$ cat src/rtl/fifo_wr_arbiter_if.sv
// Handshake bundle between two byte requesters, the shared FIFO write port
// and the FIFO read-side pop strobe.
//   req0_* / req1_* : per-requester valid/data/last in, rdy out
//   fifo_wr_en/data : write strobe and data toward the FIFO
//   fifo_wr_vld     : FIFO can take a write this cycle
//   fifo_pop        : one entry consumed on the FIFO read side
// slave  = arbiter side, master = requesters + FIFO environment.
interface fifo_wr_arbiter_if #(
    parameter int DATA_W = 8
);
    logic              req0_vld;
    logic [DATA_W-1:0] req0_data;
    logic              req0_last;
    logic              req0_rdy;

    logic              req1_vld;
    logic [DATA_W-1:0] req1_data;
    logic              req1_last;
    logic              req1_rdy;

    logic              fifo_wr_en;
    logic [DATA_W-1:0] fifo_wr_data;
    logic              fifo_wr_vld;
    logic              fifo_pop;

    modport slave (
        input  req0_vld, req0_data, req0_last,
        input  req1_vld, req1_data, req1_last,
        input  fifo_wr_vld, fifo_pop,
        output req0_rdy, req1_rdy,
        output fifo_wr_en, fifo_wr_data
    );

    modport master (
        output req0_vld, req0_data, req0_last,
        output req1_vld, req1_data, req1_last,
        output fifo_wr_vld, fifo_pop,
        input  req0_rdy, req1_rdy,
        input  fifo_wr_en, fifo_wr_data
    );
endinterface

$ cat src/rtl/fifo_wr_arbiter.sv
// Two-requester, packet-granular round-robin arbiter writing into a shared
// synchronous FIFO. Tracks FIFO occupancy, counts completed packets per
// requester and flags pops from an empty FIFO.
//   clk, rst_n : clock (rising edge), asynchronous active-low reset
//   bus        : fifo_wr_arbiter_if.slave handshake bundle
//   level      : registered FIFO occupancy, 0..DEPTH
//   pkt_cnt0/1 : completed packets per requester, wrapping 16-bit
//   err_udf    : sticky, pop seen while level was 0
//
// state | meaning
// ------+-----------------------------------------------
// IDLE  | no grant; pick next requester (round robin)
// GNT0  | requester 0 owns the FIFO until its last beat
// GNT1  | requester 1 owns the FIFO until its last beat
module fifo_wr_arbiter #(
    parameter int DATA_W = 8,
    parameter int DEPTH  = 2048,
    parameter int LVL_W  = 12
) (
    input  logic             clk,
    input  logic             rst_n,
    fifo_wr_arbiter_if.slave bus,
    output logic [LVL_W-1:0] level,
    output logic [15:0]      pkt_cnt0,
    output logic [15:0]      pkt_cnt1,
    output logic             err_udf
);

    localparam logic [1:0] IDLE = 2'd0;
    localparam logic [1:0] GNT0 = 2'd1;
    localparam logic [1:0] GNT1 = 2'd2;

    localparam logic [LVL_W-1:0]  FULL_LVL  = LVL_W'(DEPTH);
    localparam logic [DATA_W-1:0] ZERO_DATA = '0;

    logic [1:0]        state;
    logic [1:0]        state_nxt;
    // Last granted requester; reset to 1 so requester 0 wins the first tie.
    logic              rr_ptr;
    logic              not_full;
    logic              rdy0;
    logic              rdy1;
    logic              acc0;
    logic              acc1;
    logic              wr_en;
    logic              pop_ok;
    logic [DATA_W-1:0] wr_data;

    // Full check uses the registered level only, so a pop in the same cycle
    // frees space for a write no earlier than the following cycle.
    assign not_full = (level < FULL_LVL);
    assign rdy0     = (state == GNT0) & bus.fifo_wr_vld & not_full;
    assign rdy1     = (state == GNT1) & bus.fifo_wr_vld & not_full;
    assign acc0     = rdy0 & bus.req0_vld;
    assign acc1     = rdy1 & bus.req1_vld;
    assign wr_en    = acc0 | acc1;
    assign pop_ok   = bus.fifo_pop & (level != '0);

    assign bus.req0_rdy     = rdy0;
    assign bus.req1_rdy     = rdy1;
    assign bus.fifo_wr_en   = wr_en;
    assign bus.fifo_wr_data = wr_data;

    always_comb begin
        wr_data = ZERO_DATA;
        case (state)
            GNT0:    wr_data = bus.req0_data;
            GNT1:    wr_data = bus.req1_data;
            default: wr_data = ZERO_DATA;
        endcase
    end

    // Grant is held until the last beat is accepted, even if the owner
    // drops vld mid-packet.
    always_comb begin
        state_nxt = state;
        case (state)
            IDLE: begin
                if (bus.req0_vld && bus.req1_vld) begin
                    state_nxt = rr_ptr ? GNT0 : GNT1;
                end else if (bus.req0_vld) begin
                    state_nxt = GNT0;
                end else if (bus.req1_vld) begin
                    state_nxt = GNT1;
                end
            end
            GNT0: begin
                if (acc0 && bus.req0_last) begin
                    state_nxt = IDLE;
                end
            end
            GNT1: begin
                if (acc1 && bus.req1_last) begin
                    state_nxt = IDLE;
                end
            end
            default: state_nxt = IDLE;
        endcase
    end

    always_ff @(posedge clk or negedge rst_n) begin
        if (!rst_n) begin
            state  <= IDLE;
            rr_ptr <= 1'b1;
        end else begin
            state <= state_nxt;
            if (state == IDLE && state_nxt == GNT0) begin
                rr_ptr <= 1'b0;
            end else if (state == IDLE && state_nxt == GNT1) begin
                rr_ptr <= 1'b1;
            end
        end
    end

    always_ff @(posedge clk or negedge rst_n) begin
        if (!rst_n) begin
            level <= '0;
        end else begin
            case ({wr_en, pop_ok})
                2'b10:   level <= level + 1'b1;
                2'b01:   level <= level - 1'b1;
                default: level <= level;
            endcase
        end
    end

    always_ff @(posedge clk or negedge rst_n) begin
        if (!rst_n) begin
            pkt_cnt0 <= '0;
            pkt_cnt1 <= '0;
        end else begin
            if (acc0 && bus.req0_last) begin
                pkt_cnt0 <= pkt_cnt0 + 16'd1;
            end
            if (acc1 && bus.req1_last) begin
                pkt_cnt1 <= pkt_cnt1 + 16'd1;
            end
        end
    end

    always_ff @(posedge clk or negedge rst_n) begin
        if (!rst_n) begin
            err_udf <= 1'b0;
        end else if (bus.fifo_pop && level == '0) begin
            err_udf <= 1'b1;
        end
    end

endmodule

$ cat src/flat_wrapper.sv
// flat-port wrapper written by rule: the top's interface ports become plain ports
module fifo_wr_arbiter_flat 
#(
    parameter int DATA_W = 8,
    parameter int DEPTH  = 2048,
    parameter int LVL_W  = 12
)
  (clk, rst_n, level, pkt_cnt0, pkt_cnt1, err_udf, bus_req0_vld, bus_req0_data, bus_req0_last, bus_req1_vld, bus_req1_data, bus_req1_last, bus_fifo_wr_vld, bus_fifo_pop, bus_req0_rdy, bus_req1_rdy, bus_fifo_wr_en, bus_fifo_wr_data);
  fifo_wr_arbiter_if #(.DATA_W(DATA_W)) bus_i ();
  input  logic clk;
  input  logic rst_n;
  output logic [LVL_W-1:0] level;
  output logic [15:0] pkt_cnt0;
  output logic [15:0] pkt_cnt1;
  output logic err_udf;
  input wire logic [$bits(bus_i.req0_vld)-1:0] bus_req0_vld;
  input wire logic [$bits(bus_i.req0_data)-1:0] bus_req0_data;
  input wire logic [$bits(bus_i.req0_last)-1:0] bus_req0_last;
  input wire logic [$bits(bus_i.req1_vld)-1:0] bus_req1_vld;
  input wire logic [$bits(bus_i.req1_data)-1:0] bus_req1_data;
  input wire logic [$bits(bus_i.req1_last)-1:0] bus_req1_last;
  input wire logic [$bits(bus_i.fifo_wr_vld)-1:0] bus_fifo_wr_vld;
  input wire logic [$bits(bus_i.fifo_pop)-1:0] bus_fifo_pop;
  output wire logic [$bits(bus_i.req0_rdy)-1:0] bus_req0_rdy;
  output wire logic [$bits(bus_i.req1_rdy)-1:0] bus_req1_rdy;
  output wire logic [$bits(bus_i.fifo_wr_en)-1:0] bus_fifo_wr_en;
  output wire logic [$bits(bus_i.fifo_wr_data)-1:0] bus_fifo_wr_data;
  assign bus_i.req0_vld = bus_req0_vld;
  assign bus_i.req0_data = bus_req0_data;
  assign bus_i.req0_last = bus_req0_last;
  assign bus_i.req1_vld = bus_req1_vld;
  assign bus_i.req1_data = bus_req1_data;
  assign bus_i.req1_last = bus_req1_last;
  assign bus_i.fifo_wr_vld = bus_fifo_wr_vld;
  assign bus_i.fifo_pop = bus_fifo_pop;
  assign bus_req0_rdy = bus_i.req0_rdy;
  assign bus_req1_rdy = bus_i.req1_rdy;
  assign bus_fifo_wr_en = bus_i.fifo_wr_en;
  assign bus_fifo_wr_data = bus_i.fifo_wr_data;
  fifo_wr_arbiter #(.DATA_W(DATA_W), .DEPTH(DEPTH), .LVL_W(LVL_W)) u_core (.clk(clk), .rst_n(rst_n), .bus(bus_i), .level(level), .pkt_cnt0(pkt_cnt0), .pkt_cnt1(pkt_cnt1), .err_udf(err_udf));
endmodule
$ cat config.mk
export PLATFORM = sky130hd
export DESIGN_NAME = fifo_wr_arbiter_flat
export DESIGN_NICKNAME = d
export VERILOG_FILES = /design/src/rtl/fifo_wr_arbiter_if.sv /design/src/rtl/fifo_wr_arbiter.sv /design/src/flat_wrapper.sv
export SDC_FILE = /design/constraint.sdc
export NUM_CORES = 1
export LEC_CHECK = 0
export ABC_AREA = 0
export BUFFER_PORTS_ARGS = -buffer_cell sky130_fd_sc_hd__buf_4
export CAP_MARGIN = 20
export CORE_ASPECT_RATIO = 1.25
export CORE_MARGIN = 2
export CORE_UTILIZATION = 44
export DETAILED_ROUTE_END_ITERATION = 10
export PLACE_DENSITY = 0.67
export SLEW_MARGIN = 25
export SYNTH_ARGS = -nofsm -noshare
export SYNTH_HDL_FRONTEND = slang
export SYNTH_SLANG_ARGS = --single-unit
$ cat constraint.sdc
create_clock -name clk -period 7.5 [get_ports clk]
set_input_delay 1.5 -clock clk [delete_from_list [all_inputs] [get_ports clk]]
set_output_delay 1.5 -clock clk [all_outputs]
set_load 0.02 [all_outputs]
==> flow_metrics.env, run 1 <==
export IMPL_number_of_register_bits_inferred_by_synthesis=48
export IMPL_final_common_cell="buf_4"
export IMPL_clk_path_buf_depth=2
export IMPL_synth_async_sr_flop_share_pct=100.0
export IMPL_cts_hold_fix_buffers=0
export IMPL_final_cell_mix="buf_4 (79), dfrtp_1 (47), nand2_1 (26)"
export IMPL_core_area_sq_mm=0.006086
export IMPL_cts_root_buffer_cell="clkbuf_8"
export IMPL_leakagePower_nw=1.742
export IMPL_chipWidth_um=74.51
export IMPL_final_hold_worst_slack_ps=478.0
export IMPL_layout_nets=391
export IMPL_cts_clk_slew_worst_paths_ps=100
export IMPL_timing_final_hold_violations=0
export IMPL_numCtsBuffers=5
export IMPL_endpoint_required_time_on_the_critical_path_ps=7680
export IMPL_routed_via_count=2277
export IMPL_synth_edf_count=0
export IMPL_max_clk_rate_ghz=0.2490
export IMPL_timing_slew_headroom_pct=49.80
export IMPL_run_status="finished clean"
export IMPL_clock_tree_sinks=48
export IMPL_post_drt_via_cell_ratio=5.234
export IMPL_post_cts_resize_count=0
export IMPL_tightest_slew_ps=752.9
export IMPL_layout_cell_share_with_drive_strength_beyond_1_pct=26.57
export IMPL_grt_pass1_vias=2185
export IMPL_clk_latency_ps=300
export IMPL_clock_skew_ps=8.192
export IMPL_avgRoutedWirePerCell_um=13.29
export IMPL_critPathCaptureType="flop"
export IMPL_ant_nets=0
export IMPL_cts_tree="yes"
export IMPL_fin_total_pwr_mw=1.161
export IMPL_die_area_sq_mm=0.006864
export IMPL_synthesis_area_sq_mm=0.002734
export IMPL_cellPowerDensity_mw_per_mm2=331.3
export IMPL_setup_violations=0
export IMPL_cts_htree_levels=2
export IMPL_final_min_period_over_clock_period_pct=53.54
export IMPL_finalSetupTns_ps=0
export IMPL_port_buffers=79
export IMPL_hp_class="reg2reg"
export IMPL_route_detailed_drc=0
export IMPL_half_perimeter_wire_length_of_the_detailed_placement_result_um=4352
export IMPL_rsz_0062_raised_after_global_routing="no"
export IMPL_crit_arrival_ps=4200
export IMPL_timing_max_cap_violations=0
export IMPL_criticalPathCategory="in2reg"
export IMPL_synth_top_flop_cell="dfrtp_1"
export IMPL_top_level_ports=80
export IMPL_grt_pass1_wl_um=9756
export IMPL_grt_max_degree=49
export IMPL_syn_nets=312
export IMPL_vdd_ir_drop_max_v=0.0002224
export IMPL_yosysSeqAreaShare_pct=43.98
export IMPL_synth_distinct_cells=44
export IMPL_largest_fanout_on_the_critical_path=13
export IMPL_filler_cell_count=578
export IMPL_synthesis_area_per_instance_sq_um=10.13
export IMPL_overall_routed_net_length_um=5782
export IMPL_syn_instance_count=270
export IMPL_grt_antenna_before_repair=0
export IMPL_dr_first_iter_drc_count=74
export IMPL_gp_congestion=0.8122
export IMPL_insertedDiodeCount=0
export IMPL_postCtsSetupRepairBufs=0
export IMPL_effective_utilization_at_floorplan_pct=44.92
export IMPL_floorplan_rows=32
export IMPL_grt_use_total_pct=17.69
export IMPL_final_core_utilization_pct=57.61
export IMPL_finalCriticalPeriod_ps=4016
export IMPL_synthesis_yosys_warnings=0
export IMPL_area_growth_synth_to_final_pct=28.24
export IMPL_dr_pass1_iters=4
export IMPL_drv_slew=0
export IMPL_chipHeight_um=92.13
export IMPL_grt_overflow=0
export IMPL_worstSetupStartpointType="primary input"
worst paths after layout:
check / startpoint / endpoint / slack (ps) / cells after the start
hold reg to reg: u_core.pkt_cnt1[15]$_DFFE_PN0P_ / u_core.pkt_cnt1[15]$_DFFE_PN0P_ / 480 / 1
setup reg to reg: u_core.state[0]$_DFF_PN0_ / u_core.level[10]$_DFFE_PN0P_ / 3820 / 13
hold / removal: u_core.pkt_cnt1[15]$_DFFE_PN0P_ / u_core.pkt_cnt1[15]$_DFFE_PN0P_ / 480 / 1
setup / recovery: bus_fifo_wr_vld / u_core.level[10]$_DFFE_PN0P_ / 3480 / 11
min in group asynchronous: rst_n / u_core.pkt_cnt0[8]$_DFFE_PN0P_ / 1190 / 1
max in group asynchronous: rst_n / u_core.level[2]$_DFFE_PN0P_ / 5890 / 1
report_power, final:
group | leakage [nW] | switching, mW | total, mW | internal, mW
registers | 0.636 | 0.0682 | 0.382 | 0.313
logic | 1.05 | 0.318 | 0.587 | 0.269
clock network | 0.0548 | 0.0927 | 0.193 | 0.101
total | 1.74 | 0.479 | 1.16 | 0.682
area by class of cell:
cell class                 instances  area, sq um  area share, %
clock inverter                     3        46.29          1.320
timing repair buffer              79        593.1          16.92
multi-input combinational        206         1455          41.51
sequential                        48         1202          34.30
clock buffer                       5        68.82          1.963
inverter                           9        33.78         0.9636
tap                               85        106.4          3.034
stage by stage:
step                      setup WS (ps)  cells  area (sq um)
final                              3484    435          3506
after global routing               3271    435          3506
after CTS                          3543    435          3506
after detailed placement           3201    427          3391
after global placement             3280    427          3391
after floorplan                    3205    270          2734
critical path, cell delays in order:
cell     delay (ps)
buf_4           120
nor3b_1         140
a22oi_1         280
ha_1            520
ha_1            370
nor2b_1         160
o31a_1          260
o31a_1          280
nor4_1          290
o32a_1          190
o21ai_0          80
flip-flops by register name (all words and copies together), names as in the netlist:
name,count
u_core.err_udf,1
u_core.level,12
u_core.pkt_cnt0,16
u_core.pkt_cnt1,16
u_core.rr_ptr,1
u_core.state,2
synthesized netlist by cell type (2+ instances only):
cell / n / area [sq um]
dfrtp_1: 47 / 1176
nand2_1: 26 / 97.59
xnor2_1: 25 / 219.0
ha_1: 17 / 212.7
o21ai_0: 15 / 75.07
nor2_1: 11 / 41.29
xor2_1: 11 / 96.34
a22oi_1: 10 / 75.07
nand3_1: 10 / 50.05
and3_1: 9 / 56.30
inv_1: 9 / 33.78
nor2b_1: 9 / 56.30
a211oi_1: 6 / 45.04
a21o_1: 6 / 45.04
nor3_1: 5 / 25.02
nor4_1: 5 / 31.28
o21a_1: 4 / 30.03
a21oi_1: 3 / 15.01
clkbuf_1: 3 / 11.26
nand4_1: 3 / 18.77
nor3b_1: 3 / 22.52
o31ai_1: 3 / 22.52
a21boi_0: 2 / 15.01
and4_1: 2 / 17.52
buf_4: 2 / 15.01
mux2_2: 2 / 22.52
nand2b_1: 2 / 12.51
nand4b_1: 2 / 17.52
o21bai_1: 2 / 15.01
o31a_1: 2 / 17.52
cell families (layout without fill, tap and decap cells):
family	after synthesis	after routing	share of synthesized area, %
compound gates	58	58	14.60
xor+xnor	36	36	11.53
fa+ha+maj	18	18	8.512
buf+inv	16	96	2.791
flops	48	48	43.98
mux	2	2	0.8237
simple gates	92	92	17.76
per-layer routing:
layer	vias to the layer above	GRT usage (%)	wire length, um
li1	1124	-	-
met1	1091	23.40	2656
met2	55	29.65	2826
met3	7	2.747	233
met4	0	4.762	65
met5	-	0	0
(Power assumes the default switching activity.)
==> run 2: changes to the inputs <==
--- a/config.mk
+++ b/config.mk
@@ -12,7 +12,7 @@
 export CORE_MARGIN = 2
 export CORE_UTILIZATION = 44
 export DETAILED_ROUTE_END_ITERATION = 10
-export PLACE_DENSITY = 0.67
+export PLACE_DENSITY = 0.69
 export SLEW_MARGIN = 25
 export SYNTH_ARGS = -nofsm -noshare
 export SYNTH_HDL_FRONTEND = slang
==> constraint.sdc (replaced) <==
create_clock -name clk -period 3.55 [get_ports clk]
set_input_delay 0.71 -clock clk [delete_from_list [all_inputs] [get_ports clk]]
set_output_delay 0.71 -clock clk [all_outputs]
set_load 0.02 [all_outputs]
==> flow_metrics.env, run 2 (synthesis gave the netlist of run 1 again) <==
export IMPL_clock_tree_sinks=48
export IMPL_route_detailed_drc=0
export IMPL_drv_slew=0
export IMPL_timing_critical_path_max_delay_family="compound AO/OA/AOI/OAI gates"
export IMPL_grt_use_total_pct=18.36
export IMPL_timing_max_cap_violations=0
export IMPL_final_common_cell="buf_4"
export IMPL_critPathSlowestCell="dfrtp_1"
export IMPL_setup_violations=0
export IMPL_cts_clk_slew_worst_paths_ps=100
export IMPL_timing_final_hold_violations=0
export IMPL_grt_antenna_before_repair=0
export IMPL_dr_first_iter_drc_count=89
export IMPL_filler_cell_count=563
export IMPL_grt_pass1_vias=2187
export IMPL_clock_skew_ps=12.98
export IMPL_finalCriticalPeriod_ps=3280
export IMPL_cts_htree_levels=2
export IMPL_run_status="finished clean"
export IMPL_grt_max_degree=49
export IMPL_avgRoutedWirePerCell_um=13.74
export IMPL_timing_slew_headroom_pct=59.47
export IMPL_hp_class="in2async"
export IMPL_leakagePower_nw=1.757
export IMPL_max_clk_rate_ghz=0.3049
export IMPL_tightest_slew_ps=608.0
export IMPL_vdd_ir_drop_max_v=0.0004745
export IMPL_post_cts_resize_count=0
export IMPL_top_level_ports=80
export IMPL_chipWidth_um=74.51
export IMPL_effective_utilization_at_floorplan_pct=44.92
export IMPL_final_min_period_over_clock_period_pct=92.39
export IMPL_rsz_0062_raised_after_global_routing="no"
export IMPL_port_buffers=79
export IMPL_overall_routed_net_length_um=6017
export IMPL_layout_cell_share_with_drive_strength_beyond_1_pct=27.76
export IMPL_cts_hold_fix_buffers=0
export IMPL_half_perimeter_wire_length_of_the_detailed_placement_result_um=4606
export IMPL_fin_total_pwr_mw=2.478
export IMPL_post_drt_via_cell_ratio=5.192
export IMPL_worstPathBufferInverterCount=1
export IMPL_layout_nets=394
export IMPL_setup_worst_path_start="u_core.state[1]$_DFF_PN0_"
export IMPL_largest_fanout_on_the_critical_path=8
export IMPL_cellPowerDensity_mw_per_mm2=700.8
export IMPL_clk_path_buf_depth=2
export IMPL_worstSetupStartpointType="flop"
export IMPL_clk_latency_ps=300
export IMPL_worst_r2r_startpoint="u_core.state[1]$_DFF_PN0_"
export IMPL_top_regs="u_core.pkt_cnt0 (16), u_core.pkt_cnt1 (16), u_core.level (12)"
export IMPL_grt_pass1_wl_um=10010
export IMPL_cts_tree="yes"
export IMPL_cts_root_buffer_cell="clkbuf_8"
export IMPL_finalSetupTns_ps=0
export IMPL_crit_path_cell_trace="inv_1 > ha_1 > and3b_1 > a22oi_1 > ha_2 > ha_1 > nor2b_1 > o31a_1 > o31a_1 > nor4_1 > o32a_1 > o21ai_0"
export IMPL_routed_via_count=2274
export IMPL_critPathCaptureType="flop"
export IMPL_insertedDiodeCount=0
export IMPL_die_area_sq_mm=0.006864
export IMPL_ant_nets=0
export IMPL_final_cell_mix="buf_4 (82), dfrtp_1 (47), nand2_1 (26)"
export IMPL_endpoint_required_time_on_the_critical_path_ps=3720
export IMPL_criticalPathCategory="reg2reg"
export IMPL_area_growth_synth_to_final_pct=29.34
export IMPL_gp_congestion=0.8790
export IMPL_postCtsSetupRepairBufs=0
export IMPL_dr_pass1_iters=4
export IMPL_numCtsBuffers=5
export IMPL_critical_path_max_stage_delay_ps=430
export IMPL_crit_arrival_ps=3450
export IMPL_floorplan_rows=32
export IMPL_chipHeight_um=92.13
export IMPL_grt_overflow=0
export IMPL_core_area_sq_mm=0.006086
## run 2: cell count changes in the layout (fill, tap and decap cells not counted)
cell / delta
buf_4: +3
ha_1: -1
ha_2: +1
nor3b_1: -1
nor3b_2: +1
## run 2: where the power goes
part           leakage [nW]  internal (mW)  total, mW  switching (mW)
clock network        0.0548          0.212      0.399           0.187
logic                  1.07          0.582       1.27           0.691
registers             0.636          0.662      0.805           0.143
total                  1.76           1.46       2.48            1.02
## run 2: area by class of cell
| type | count | area, sq um | area share (%) |
|---|---|---|---|
| multi-input combinational | 206 | 1463 | 41.37 |
| sequential | 48 | 1202 | 34.01 |
| timing repair buffer | 82 | 615.6 | 17.41 |
| tap | 85 | 106.4 | 3.008 |
| clock buffer | 5 | 68.82 | 1.946 |
| clock inverter | 3 | 46.29 | 1.309 |
| inverter | 9 | 33.78 | 0.9554 |
## run 2: worst register-to-register path, delay by kind of cell, from the launching register on
kind | cells | cell delay [ps]
compound gates | 5 | 1030
fa+ha+maj | 3 | 910
buf+inv | 1 | 100
flops | 1 | 430
simple gates | 3 | 690
## run 2: path summary, 6_finish.rpt
kind,cells past startpoint,slack [ps],endpoint
worst max-delay path,12,270,u_core.level[10]$_DFFE_PN0P_
worst min-delay path,1,410,u_core.pkt_cnt0[13]$_DFFE_PN0P_
worst max register to register,12,270,u_core.level[10]$_DFFE_PN0P_
worst min register to register,1,480,u_core.pkt_cnt1[15]$_DFFE_PN0P_
max in group asynchronous,1,2720,u_core.pkt_cnt1[6]$_DFFE_PN0P_
min in group clk,1,480,u_core.pkt_cnt1[15]$_DFFE_PN0P_
## run 2: metrics by stage
stage | setup slack (ps) | hold slack (ps) | utilization, % | cell area, sq um | std cells
2_1_floorplan | 172.5 | 414.4 | - | 2739 | 270
3_3_place_gp | 285.2 | 460.5 | 56.17 | 3418 | 430
3_5_place_dp | 221.1 | 464.5 | 56.17 | 3418 | 430
4_1_cts | 214.0 | 442.3 | 58.06 | 3533 | 438
5_1_grt | 33.90 | 458.6 | 58.10 | 3536 | 438
6_report | 270.3 | 411.2 | 58.10 | 3536 | 438
## run 2: per-layer routing
| layer | vias up | GRT usage (%) | share of wire [%] |
|---|---|---|---|
| met4 | 0 | 4.464 | 0.48 |
| met1 | 1095 | 23.70 | 45 |
| li1 | 1124 | - | - |
| met5 | - | 0 | 0 |
| met2 | 53 | 31.05 | 50 |
| met3 | 2 | 3.736 | 4.4 |
==> run 3: changes to the inputs <==
--- a/config.mk
+++ b/config.mk
@@ -10,9 +10,9 @@
 export CAP_MARGIN = 20
 export CORE_ASPECT_RATIO = 1.25
 export CORE_MARGIN = 2
-export CORE_UTILIZATION = 44
+export CORE_UTILIZATION = 45
 export DETAILED_ROUTE_END_ITERATION = 10
-export PLACE_DENSITY = 0.69
+export PLACE_DENSITY = 0.71
 export SLEW_MARGIN = 25
 export SYNTH_ARGS = -nofsm -noshare
 export SYNTH_HDL_FRONTEND = slang
==> flow_metrics.env, run 3 (synthesis gave the netlist of run 1 again) <==
export IMPL_run_status="finished clean"
export IMPL_area_growth_synth_to_final_pct=29.02
export IMPL_gp_congestion=0.8398
export IMPL_half_perimeter_wire_length_of_the_detailed_placement_result_um=4603
export IMPL_ant_nets=0
export IMPL_cts_hold_fix_buffers=0
export IMPL_largest_fanout_on_the_critical_path=8
export IMPL_top_regs="u_core.pkt_cnt0 (16), u_core.pkt_cnt1 (16), u_core.level (12)"
export IMPL_final_min_period_over_clock_period_pct=90.13
export IMPL_grt_pass1_vias=2157
export IMPL_final_common_cell="buf_4"
export IMPL_grt_pass1_wl_um=9908
export IMPL_crit_arrival_ps=3390
export IMPL_final_hold_worst_slack_ps=403.1
export IMPL_route_detailed_drc=0
export IMPL_tightest_slew_ps=610.5
export IMPL_grt_max_degree=49
export IMPL_timing_final_hold_violations=0
export IMPL_filler_cell_count=518
export IMPL_layout_cell_share_with_drive_strength_beyond_1_pct=28.17
export IMPL_rsz_0062_raised_after_global_routing="no"
export IMPL_dpl_instance_area_sq_mm=0.003410
export IMPL_leakagePower_nw=1.766
export IMPL_hp_class="in2async"
export IMPL_setup_violations=0
export IMPL_grt_use_total_pct=18.55
export IMPL_chipHeight_um=91.15
export IMPL_port_buffers=79
export IMPL_detailedPlace_worstSlack_ps=165.7
export IMPL_clk_latency_ps=310
export IMPL_worstSetupStartpointType="flop"
export IMPL_top_level_ports=80
export IMPL_effective_utilization_at_floorplan_pct=46.99
export IMPL_drv_slew=0
export IMPL_clock_tree_sinks=48
export IMPL_post_layout_nonfiller_instances=421
export IMPL_final_cell_mix="buf_4 (84), dfrtp_1 (47), nand2_1 (26)"
export IMPL_cts_root_buffer_cell="clkbuf_8"
export IMPL_place_detailed_instances=413
export IMPL_clk_path_buf_depth=2
export IMPL_clock_skew_ps=4.933
export IMPL_cellPowerDensity_mw_per_mm2=706.2
export IMPL_grt_antenna_before_repair=0
export IMPL_dr_pass1_iters=4
export IMPL_insertedDiodeCount=0
export IMPL_floorplan_rows=31
export IMPL_die_area_sq_mm=0.006719
export IMPL_critPathCaptureType="flop"
export IMPL_avgRoutedWirePerCell_um=14.20
export IMPL_postLayoutSetupSlackWorst_ps=350.3
export IMPL_numCtsBuffers=5
export IMPL_endpoint_required_time_on_the_critical_path_ps=3740
export IMPL_cts_clk_slew_worst_paths_ps=90
export IMPL_postCtsSetupRepairBufs=0
export IMPL_chipWidth_um=73.72
export IMPL_overall_routed_net_length_um=5977
export IMPL_post_cts_resize_count=0
export IMPL_timing_max_cap_violations=0
export IMPL_grt_overflow=0
export IMPL_finalSetupTns_ps=0
export IMPL_layout_nets=396
export IMPL_finalCriticalPeriod_ps=3200
export IMPL_max_clk_rate_ghz=0.3125
export IMPL_core_area_sq_mm=0.005818
export IMPL_cts_htree_levels=2
export IMPL_routed_via_count=2270
export IMPL_post_drt_via_cell_ratio=5.392
export IMPL_final_area_sq_mm=0.003527
export IMPL_timing_slew_headroom_pct=59.30
export IMPL_vdd_ir_drop_max_v=0.0004666
export IMPL_dr_first_iter_drc_count=76
export IMPL_criticalPathCategory="reg2reg"
export IMPL_cts_tree="yes"
run 3: changes by cell type in the layout (fill, tap and decap cells not counted):
cell / change
buf_4: +2
run 3: stage by stage:
step | util [%] | power, mW
after floorplan | - | 1.656
after global placement | 58.60 | 2.072
after detailed placement | 58.60 | 2.096
after CTS | 60.58 | 2.509
after global routing | 60.62 | 2.689
final | 60.62 | 2.491
run 3: final timing paths:
check,end,start,slack (ps),depth (start not counted)
max,u_core.level[10]$_DFFE_PN0P_,u_core.state[1]$_DFF_PN0_,350,12
min,u_core.pkt_cnt0[4]$_DFFE_PN0P_,rst_n,400,1
max reg2reg,u_core.level[10]$_DFFE_PN0P_,u_core.state[1]$_DFF_PN0_,350,12
min reg2reg,u_core.pkt_cnt0[15]$_DFFE_PN0P_,u_core.pkt_cnt0[15]$_DFFE_PN0P_,480,1
max in group asynchronous,u_core.pkt_cnt1[9]$_DFFE_PN0P_,rst_n,2730,1
min in group clk,u_core.pkt_cnt0[15]$_DFFE_PN0P_,u_core.pkt_cnt0[15]$_DFFE_PN0P_,480,1
run 3: layer usage:
metal  routed length, um  share of wire (%)  global-route usage, %
met1                2563                 43                  23.14
met2                3004                 50                  31.55
met3                 346                5.8                  4.661
met4                  62                1.0                  4.545
met5                   0                  0                      0
run 3: report_power, final:
part	leakage (nW)	internal [mW]	switching, mW
combinational	1.08	0.597	0.692
sequential	0.636	0.662	0.132
clock	0.0548	0.212	0.195
total	1.77	1.47	1.02
run 3: cell type report:
cell class | instances | area (sq um) | share of cell area (%)
Tap cell | 66 | 82.58 | 2.341
Inverter | 9 | 33.78 | 0.9578
Multi-Input combinational cell | 206 | 1463 | 41.47
Clock inverter | 3 | 46.29 | 1.313
Sequential cell | 48 | 1202 | 34.09
Timing Repair Buffer | 84 | 630.6 | 17.88
Clock buffer | 5 | 68.82 | 1.951
run 3: worst max-delay path: stages, from the launching register on:
cell and delay, ps:
dfrtp_1 440, inv_1 90, ha_1 200, and3b_1 220, a22oi_1 230, ha_2 320, ha_1 300, nor2b_1 160
o31a_1 270, o31a_1 280, nor4_1 300, o32a_1 190, o21ai_0 80
